===== src/rtl/game_scene_ctrl.sv =====
// game_scene_ctrl: READY/PLAY/DEAD game FSM, saturating BCD pipe scoring, high score and 2-stage pixel compositor.
// Latency: hCount/vCount -> rgb is 2 clk; state, score and flash counter update on the clk after their trigger.
// No backpressure: the pixel path accepts a new pixel every clock and game inputs are sampled every clock.
module game_scene_ctrl #(
  parameter int          NUM_PIPES    = 2,
  parameter int          BIRD_X       = 200,
  parameter int          SPRITE_W     = 24,
  parameter int          SPRITE_H     = 24,
  parameter int          PIPE_W       = 52,
  parameter int          SCORE_DIGITS = 4,
  parameter logic [11:0] BG_COLOR     = 12'h5CC,
  parameter logic [11:0] PIPE_COLOR   = 12'h0F0,
  parameter logic [11:0] FLASH_COLOR  = 12'hFFF,
  parameter logic [11:0] KEY_COLOR    = 12'h000,
  parameter int          FLASH_FRAMES = 8
) (
  input  logic                      clk,
  input  logic                      reset,
  input  logic                      bright,
  input  logic [9:0]                hCount,
  input  logic [9:0]                vCount,
  input  logic                      frame_tick,
  input  logic                      button,
  input  logic [9:0]                bird_y,
  input  logic                      bird_hit,
  input  logic [10*NUM_PIPES-1:0]   pipe_x,
  input  logic [NUM_PIPES-1:0]      pipe_pixel,
  input  logic [11:0]               sprite_px,
  output logic [4:0]                sprite_row,
  output logic [4:0]                sprite_col,
  output logic [11:0]               rgb,
  output logic [4*SCORE_DIGITS-1:0] score,
  output logic [4*SCORE_DIGITS-1:0] hi_score,
  output logic [1:0]                game_state,
  output logic                      run_en
);

  localparam logic [1:0] ST_READY = 2'b00;
  localparam logic [1:0] ST_PLAY  = 2'b01;
  localparam logic [1:0] ST_DEAD  = 2'b10;

  localparam int            FW         = (FLASH_FRAMES < 1) ? 1 : $clog2(FLASH_FRAMES + 1);
  localparam logic [FW-1:0] FLASH_INIT = FW'(FLASH_FRAMES);

  // Geometry compared in 11 bits so that pipe_x + PIPE_W and bird_y + SPRITE_H cannot wrap
  localparam logic [10:0] BIRD_X_W   = 11'(BIRD_X);
  localparam logic [10:0] PIPE_W_W   = 11'(PIPE_W);
  localparam logic [10:0] SPRITE_W_W = 11'(SPRITE_W);
  localparam logic [10:0] SPRITE_H_W = 11'(SPRITE_H);

  logic [1:0]                state;
  logic [FW-1:0]             flash_cnt;
  logic [NUM_PIPES-1:0]      passed;
  logic [NUM_PIPES-1:0]      respawn;
  logic [NUM_PIPES-1:0]      cleared;
  logic [NUM_PIPES-1:0]      inc_sel;
  logic                      found;
  logic                      button_q;
  logic                      btn_rise;
  logic [4*SCORE_DIGITS-1:0] score_next;
  logic                      carry;
  logic                      at_max;
  logic [3:0]                dig;

  logic [10:0] h_w;
  logic [10:0] v_w;
  logic [10:0] by_w;
  logic        in_sprite;
  logic        flash_on;

  logic bright_s1;
  logic sprite_s1;
  logic pipe_s1;
  logic flash_s1;

  assign btn_rise   = button & ~button_q;
  assign game_state = state;
  assign run_en     = (state == ST_PLAY);

  // Sprite ROM address; only meaningful while the pixel is inside the sprite box
  assign sprite_row = 5'(vCount - bird_y);
  assign sprite_col = 5'(hCount - 10'(BIRD_X));

  assign h_w       = {1'b0, hCount};
  assign v_w       = {1'b0, vCount};
  assign by_w      = {1'b0, bird_y};
  assign in_sprite = (h_w >= BIRD_X_W) && (h_w < BIRD_X_W + SPRITE_W_W) &&
                     (v_w >= by_w) && (v_w < by_w + SPRITE_H_W);
  assign flash_on  = (state == ST_DEAD) && flash_cnt[0];

  // Per-pipe respawn/cleared flags and the single lowest-index pipe that scores this tick
  always_comb begin
    respawn = '0;
    cleared = '0;
    inc_sel = '0;
    found   = 1'b0;
    for (int i = 0; i < NUM_PIPES; i++) begin
      respawn[i] = ({1'b0, pipe_x[10*i +: 10]} >= BIRD_X_W);
      cleared[i] = frame_tick && !passed[i] &&
                   (({1'b0, pipe_x[10*i +: 10]} + PIPE_W_W) < BIRD_X_W);
    end
    for (int i = 0; i < NUM_PIPES; i++) begin
      if (cleared[i] && !found) begin
        inc_sel[i] = 1'b1;
        found      = 1'b1;
      end
    end
  end

  // BCD +1 with per-digit carry; an all-nines score holds instead of wrapping
  always_comb begin
    score_next = score;
    carry      = 1'b1;
    at_max     = 1'b1;
    dig        = 4'd0;
    for (int d = 0; d < SCORE_DIGITS; d++) begin
      dig = score[4*d +: 4];
      if (dig != 4'd9) at_max = 1'b0;
      if (carry) begin
        if (dig == 4'd9) begin
          score_next[4*d +: 4] = 4'd0;
        end else begin
          score_next[4*d +: 4] = dig + 4'd1;
          carry                = 1'b0;
        end
      end
    end
    if (at_max) score_next = score;
  end

  // Button edge detector register
  always_ff @(posedge clk or posedge reset) begin
    if (reset) button_q <= 1'b0;
    else       button_q <= button;
  end

  // Game FSM with scoring, high score capture and death-flash countdown
  always_ff @(posedge clk or posedge reset) begin
    if (reset) begin
      state     <= ST_READY;
      score     <= '0;
      hi_score  <= '0;
      flash_cnt <= '0;
      passed    <= '0;
    end else begin
      case (state)
        ST_READY: begin
          if (btn_rise) begin
            state  <= ST_PLAY;
            score  <= '0;
            passed <= '0;
          end
        end
        ST_PLAY: begin
          if (bird_hit) begin
            // Death wins over any point earned on the same cycle
            state     <= ST_DEAD;
            flash_cnt <= FLASH_INIT;
            if (score > hi_score) hi_score <= score;
          end else begin
            passed <= (passed & ~respawn) | inc_sel;
            if (|inc_sel) score <= score_next;
          end
        end
        ST_DEAD: begin
          if (frame_tick && (flash_cnt != '0)) flash_cnt <= flash_cnt - FW'(1);
          if (btn_rise && (flash_cnt == '0))   state     <= ST_READY;
        end
        default: state <= ST_READY;
      endcase
    end
  end

  // Pixel stage 1: register the layer-select flags alongside the ROM lookup
  always_ff @(posedge clk or posedge reset) begin
    if (reset) begin
      bright_s1 <= 1'b0;
      sprite_s1 <= 1'b0;
      pipe_s1   <= 1'b0;
      flash_s1  <= 1'b0;
    end else begin
      bright_s1 <= bright;
      sprite_s1 <= in_sprite;
      pipe_s1   <= |pipe_pixel;
      flash_s1  <= flash_on;
    end
  end

  // Pixel stage 2: layer priority blank > opaque sprite > pipe > flash > background
  always_ff @(posedge clk or posedge reset) begin
    if (reset) begin
      rgb <= 12'h000;
    end else if (!bright_s1) begin
      rgb <= 12'h000;
    end else if (sprite_s1 && (sprite_px != KEY_COLOR)) begin
      rgb <= sprite_px;
    end else if (pipe_s1) begin
      rgb <= PIPE_COLOR;
    end else if (flash_s1) begin
      rgb <= FLASH_COLOR;
    end else begin
      rgb <= BG_COLOR;
    end
  end

endmodule

===== config.mk =====
export PLATFORM = sky130hd
export DESIGN_NAME = game_scene_ctrl
export DESIGN_NICKNAME = d
export VERILOG_FILES = /design/src/rtl/game_scene_ctrl.sv
export SDC_FILE = /design/constraint.sdc
export NUM_CORES = 1
export LEC_CHECK = 0
export CELL_PAD_IN_SITES_DETAIL_PLACEMENT = 1
export CELL_PAD_IN_SITES_GLOBAL_PLACEMENT = 2
export CORE_ASPECT_RATIO = 0.9
export CORE_MARGIN = 2
export CORE_UTILIZATION = 25
export CTS_CLUSTER_DIAMETER = 40
export DETAILED_ROUTE_END_ITERATION = 7
export PLACE_DENSITY = 0.83
export SLEW_MARGIN = 10
export SYNTH_ARGS = -nofsm -noshare
export SYNTH_HDL_FRONTEND = slang
export SYNTH_SLANG_ARGS = --single-unit

===== constraint.sdc =====
create_clock -name clk -period 2.5 [get_ports clk]
set_clock_uncertainty 0.1 [all_clocks]
set_input_delay 0.75 -clock clk [delete_from_list [all_inputs] [get_ports clk]]
set_output_delay 0.75 -clock clk [all_outputs]
set_load 0.005 [all_outputs]

==> results of run 1 <==
-- sequential cells by signal (all words and copies together), names as in the netlist --
signal and count:
button_q 1, rgb 12, flash_cnt 4, score 16, bright_s1 1, game_state 2, hi_score 16, flash_s1 1
passed 2, sprite_s1 1, pipe_s1 1
-- kinds of logic after synthesis --
family	Yosys count	synth area share, %
flops	57	36.5
simple gates	121	16.5
xor+xnor	14	3.14
fa+ha+maj	48	15.6
mux	20	5.58
compound gates	91	16.7
buf+inv	55	5.96
-- layout make-up --
class	instances	area share [%]
clock buffer	12	3.72
clock inverter	1	0.0726
inverter	48	2.74
multi-input combinational	294	40.0
sequential	57	20.7
tap	202	3.67
timing repair buffer	216	29.0
-- Yosys cell counts, drive strengths merged (2+ instances only) --
cell	number	area (um^2)
dfrtp	57	1430
ha	47	588
inv	47	176
nor2	27	101
nand2	23	88.8
o21ai	21	105
a21oi	14	70.1
mux2	14	158
nand3	14	70.1
o31ai	12	109
xnor2	11	96.3
a21o	10	75.1
nand4	8	50.1
o41ai	8	70.1
nand2b	7	43.8
nor2b	7	43.8
nor3	7	40.0
mux2i	6	60.1
nand3b	6	45.0
nor4	6	37.5
o21a	6	45.0
a21boi	5	37.5
buf	5	35.0
or3	3	23.8
xor2	3	26.3
a2111oi	2	17.5
a211oi	2	15.0
and2	2	12.5
and3	2	12.5
clkbuf	2	17.5
nor3b	2	15.0
o211a	2	20.0
or2	2	15.0
-- worst min-delay path by stage --
stage               cells after the start  slack [ns]               endpoint                  start
floorplan                               2        0.37  passed[1]$_DFFE_PP0P_  passed[1]$_DFFE_PP0P_
global placement                        2        0.39  passed[1]$_DFFE_PP0P_  passed[1]$_DFFE_PP0P_
detailed placement                      2        0.41  passed[1]$_DFFE_PP0P_  passed[1]$_DFFE_PP0P_
CTS                                     2        0.42  passed[1]$_DFFE_PP0P_  passed[1]$_DFFE_PP0P_
global route                            2        0.45  passed[1]$_DFFE_PP0P_  passed[1]$_DFFE_PP0P_
finish                                  2        0.42  passed[1]$_DFFE_PP0P_  passed[1]$_DFFE_PP0P_
-- metrics by stage --
stage          utilization [%]  hold WS, ns  cells  worst slack (ns)  instance area [um^2]
6_report                  44.9        0.419    830            -0.340                  6890
5_1_grt                   44.9        0.447    830            -0.426                  6890
4_1_cts                   43.8        0.424    830            -0.417                  6720
3_5_place_dp              39.3        0.412    797             -1.32                  6020
3_3_place_gp              39.3        0.395    797             -1.24                  6020
2_1_floorplan                -        0.371    406            -0.122                  4020
-- metal layers --
layer	part of all wire, %	vias to the layer above	global-route usage, %
met4	1.9	0	5.86
met3	5.5	21	5.12
met5	0	-	0
met2	53	97	31.7
met1	39	1959	17.9
li1	-	1898	-
-- worst max-delay path: cells and delay by family --
| kind | cells | cell delay (ns) |
|---|---|---|
| buf+inv | 3 | 0.43 |
| compound gates | 1 | 0.16 |
| simple gates | 2 | 0.33 |
| fa+ha+maj | 1 | 0.20 |
| xor+xnor | 1 | 0.11 |
-- timing repair --
| item | in CTS | in global routing |
|---|---|---|
| hold buffers | 0 | 0 |
| buffers inserted | 20 | 4 |
| endpoints found under the setup margin | 41 | 40 |
| resized for setup | 134 | 71 |
| gates cloned | 1 | 0 |
| endpoints found under the hold margin | 0 | 0 |
| pin swaps | 35 | 32 |
-- where the power goes --
part / total, uW / internal, uW / leakage, uW / switching (uW)
Combinational: 1730 / 865 / 0.00237 / 869
Clock: 1100 / 704 / 0.000130 / 397
Sequential: 1140 / 1050 / 0.000743 / 90.3
==> results.toml, run 1 <==
[layout]
nNetsFinal = 744
final_common_cell = "clkdlybuf4s50_1"
regArea_um2 = 1430
drive_gt1_share_pct = 34.9
final_cell_mix = "clkdlybuf4s50_1, buf_4, dfrtp_1"
area_growth_syn_to_layout_pct = 76.5
n_fill_cell = 1673
multi_input_area_um2 = 2760
antenna_cells = 0

[timing]
max_freq_mhz = 352
relSlewSlack_pct = 50.8
hold_viol = 0
setup_viol = 19
period_needed_ns = 2.84
finalMaxSlewViolations = 0
rsz0062_at_grt = "yes"
min_period_over_period_pct = 114
tightest_slew_ns = 0.735
fin_tns_setup_ns = -1.81
layout_setup_ws_ns = -0.340

[synthesis]
yosysWarnings = 0
ys.flop_type = "dfrtp_1"
syn-num-nets = 524
synth-edff-count = 0
ys_seq_area_share_pct = 36.5
syn_area_um2 = 3900
postSynthCellCount = 406
synth.distinct_cells = 57
synth.avg_cell_area_um2 = 9.62
async_flop_share_pct = 100
ys_ff_latch = 57

[die]
ios = 127
core_um2 = 15300
die_area_um2 = 16600
die_w_um = 136
start_util_pct = 25.5
num_rows = 43
die_y_um = 123

[place]
port_buffers = 120
gp_congestion = 0.836
place_hpwl_mm = 9.97

[global_routing]
grt_antenna_before_repair = 0
grt-ovfl-total = 0
grt_pass1_wl_mm = 22.2
grt_usage_pct = 16.9
grt_max_degree = 58
grt_pass1_vias = 4527

[clocking]
clkSinkCount = 57
insertion_delay_ns = 0.32
root_buffer = "clkbuf_16"
cts_tree = "yes"
clk_pin_slew_ns = 0.05
cts_buffer_depth = 2
htreeDepth = 3
cts_buffers = 9

[drt]
ant_nets = 0
post_drt_wl_per_cell_um = 16.3
route.vias.total = 3975
dr.pass1.iters = 4
via_per_inst = 4.79
initialDrtViolationCount = 98
routed_wl_mm = 13.5
drcViolationCount = 0

[worst_setup_path]
crit_path_end = "sprite_row[4]"
arrival_ns = 1.99
rr_endpoint = "hi_score[2]$_DFFE_PP0P_"
critPathCaptureType = "primary output"
reg2reg_setup_slack_ns = -0.11
slowest_stage = "dlygate4sd2_1"
max_stage_delay_ns = 0.24
required_ns = 1.65
critPathKind = "input pin to primary output"
cp_cell_sequence = "dlygate4sd2_1 > inv_2 > ha_4 > nor2b_2 > o21ai_2 > nor2b_4 > xnor2_2 > buf_2"
crit_start = "bird_y[2]"
r2r-start = "hi_score[2]$_DFFE_PP0P_"
startpoint_type = "input pin"
r2r_cells = 12
worst-path-max-fanout = 2

[min_path]
worstHoldPathType = "register to register"

[pwr]
vdd_drop_max_uv = 343
leakage_uw = 0.00325
total_power_uw = 3970
powerDensity_nw_per_um2 = 576

[status]
status = "finished with violations"
violations = "negative setup slack"

[run]
max_cap_violations = 0
No activity file was read; power rests on OpenSTA's default activity.
==> inputs of run 2 (changes only) <==
--- a/config.mk
+++ b/config.mk
@@ -5,6 +5,7 @@
 export SDC_FILE = /design/constraint.sdc
 export NUM_CORES = 1
 export LEC_CHECK = 0
+export CAP_MARGIN = 20
 export CELL_PAD_IN_SITES_DETAIL_PLACEMENT = 1
 export CELL_PAD_IN_SITES_GLOBAL_PLACEMENT = 2
 export CORE_ASPECT_RATIO = 0.9
==> results of run 2 <==
Same layout as run 1: the final DEF is identical, and so are final timing and power.
==> inputs of run 3 (changes only) <==
--- a/config.mk
+++ b/config.mk
@@ -5,13 +5,13 @@
 export SDC_FILE = /design/constraint.sdc
 export NUM_CORES = 1
 export LEC_CHECK = 0
-export CAP_MARGIN = 20
 export CELL_PAD_IN_SITES_DETAIL_PLACEMENT = 1
 export CELL_PAD_IN_SITES_GLOBAL_PLACEMENT = 2
 export CORE_ASPECT_RATIO = 0.9
 export CORE_MARGIN = 2
 export CORE_UTILIZATION = 25
 export CTS_CLUSTER_DIAMETER = 40
+export CTS_CLUSTER_SIZE = 10
 export DETAILED_ROUTE_END_ITERATION = 7
 export PLACE_DENSITY = 0.83
 export SLEW_MARGIN = 10
==> results of run 3 <==
Same layout as run 1: the final DEF is identical, and so are final timing and power.
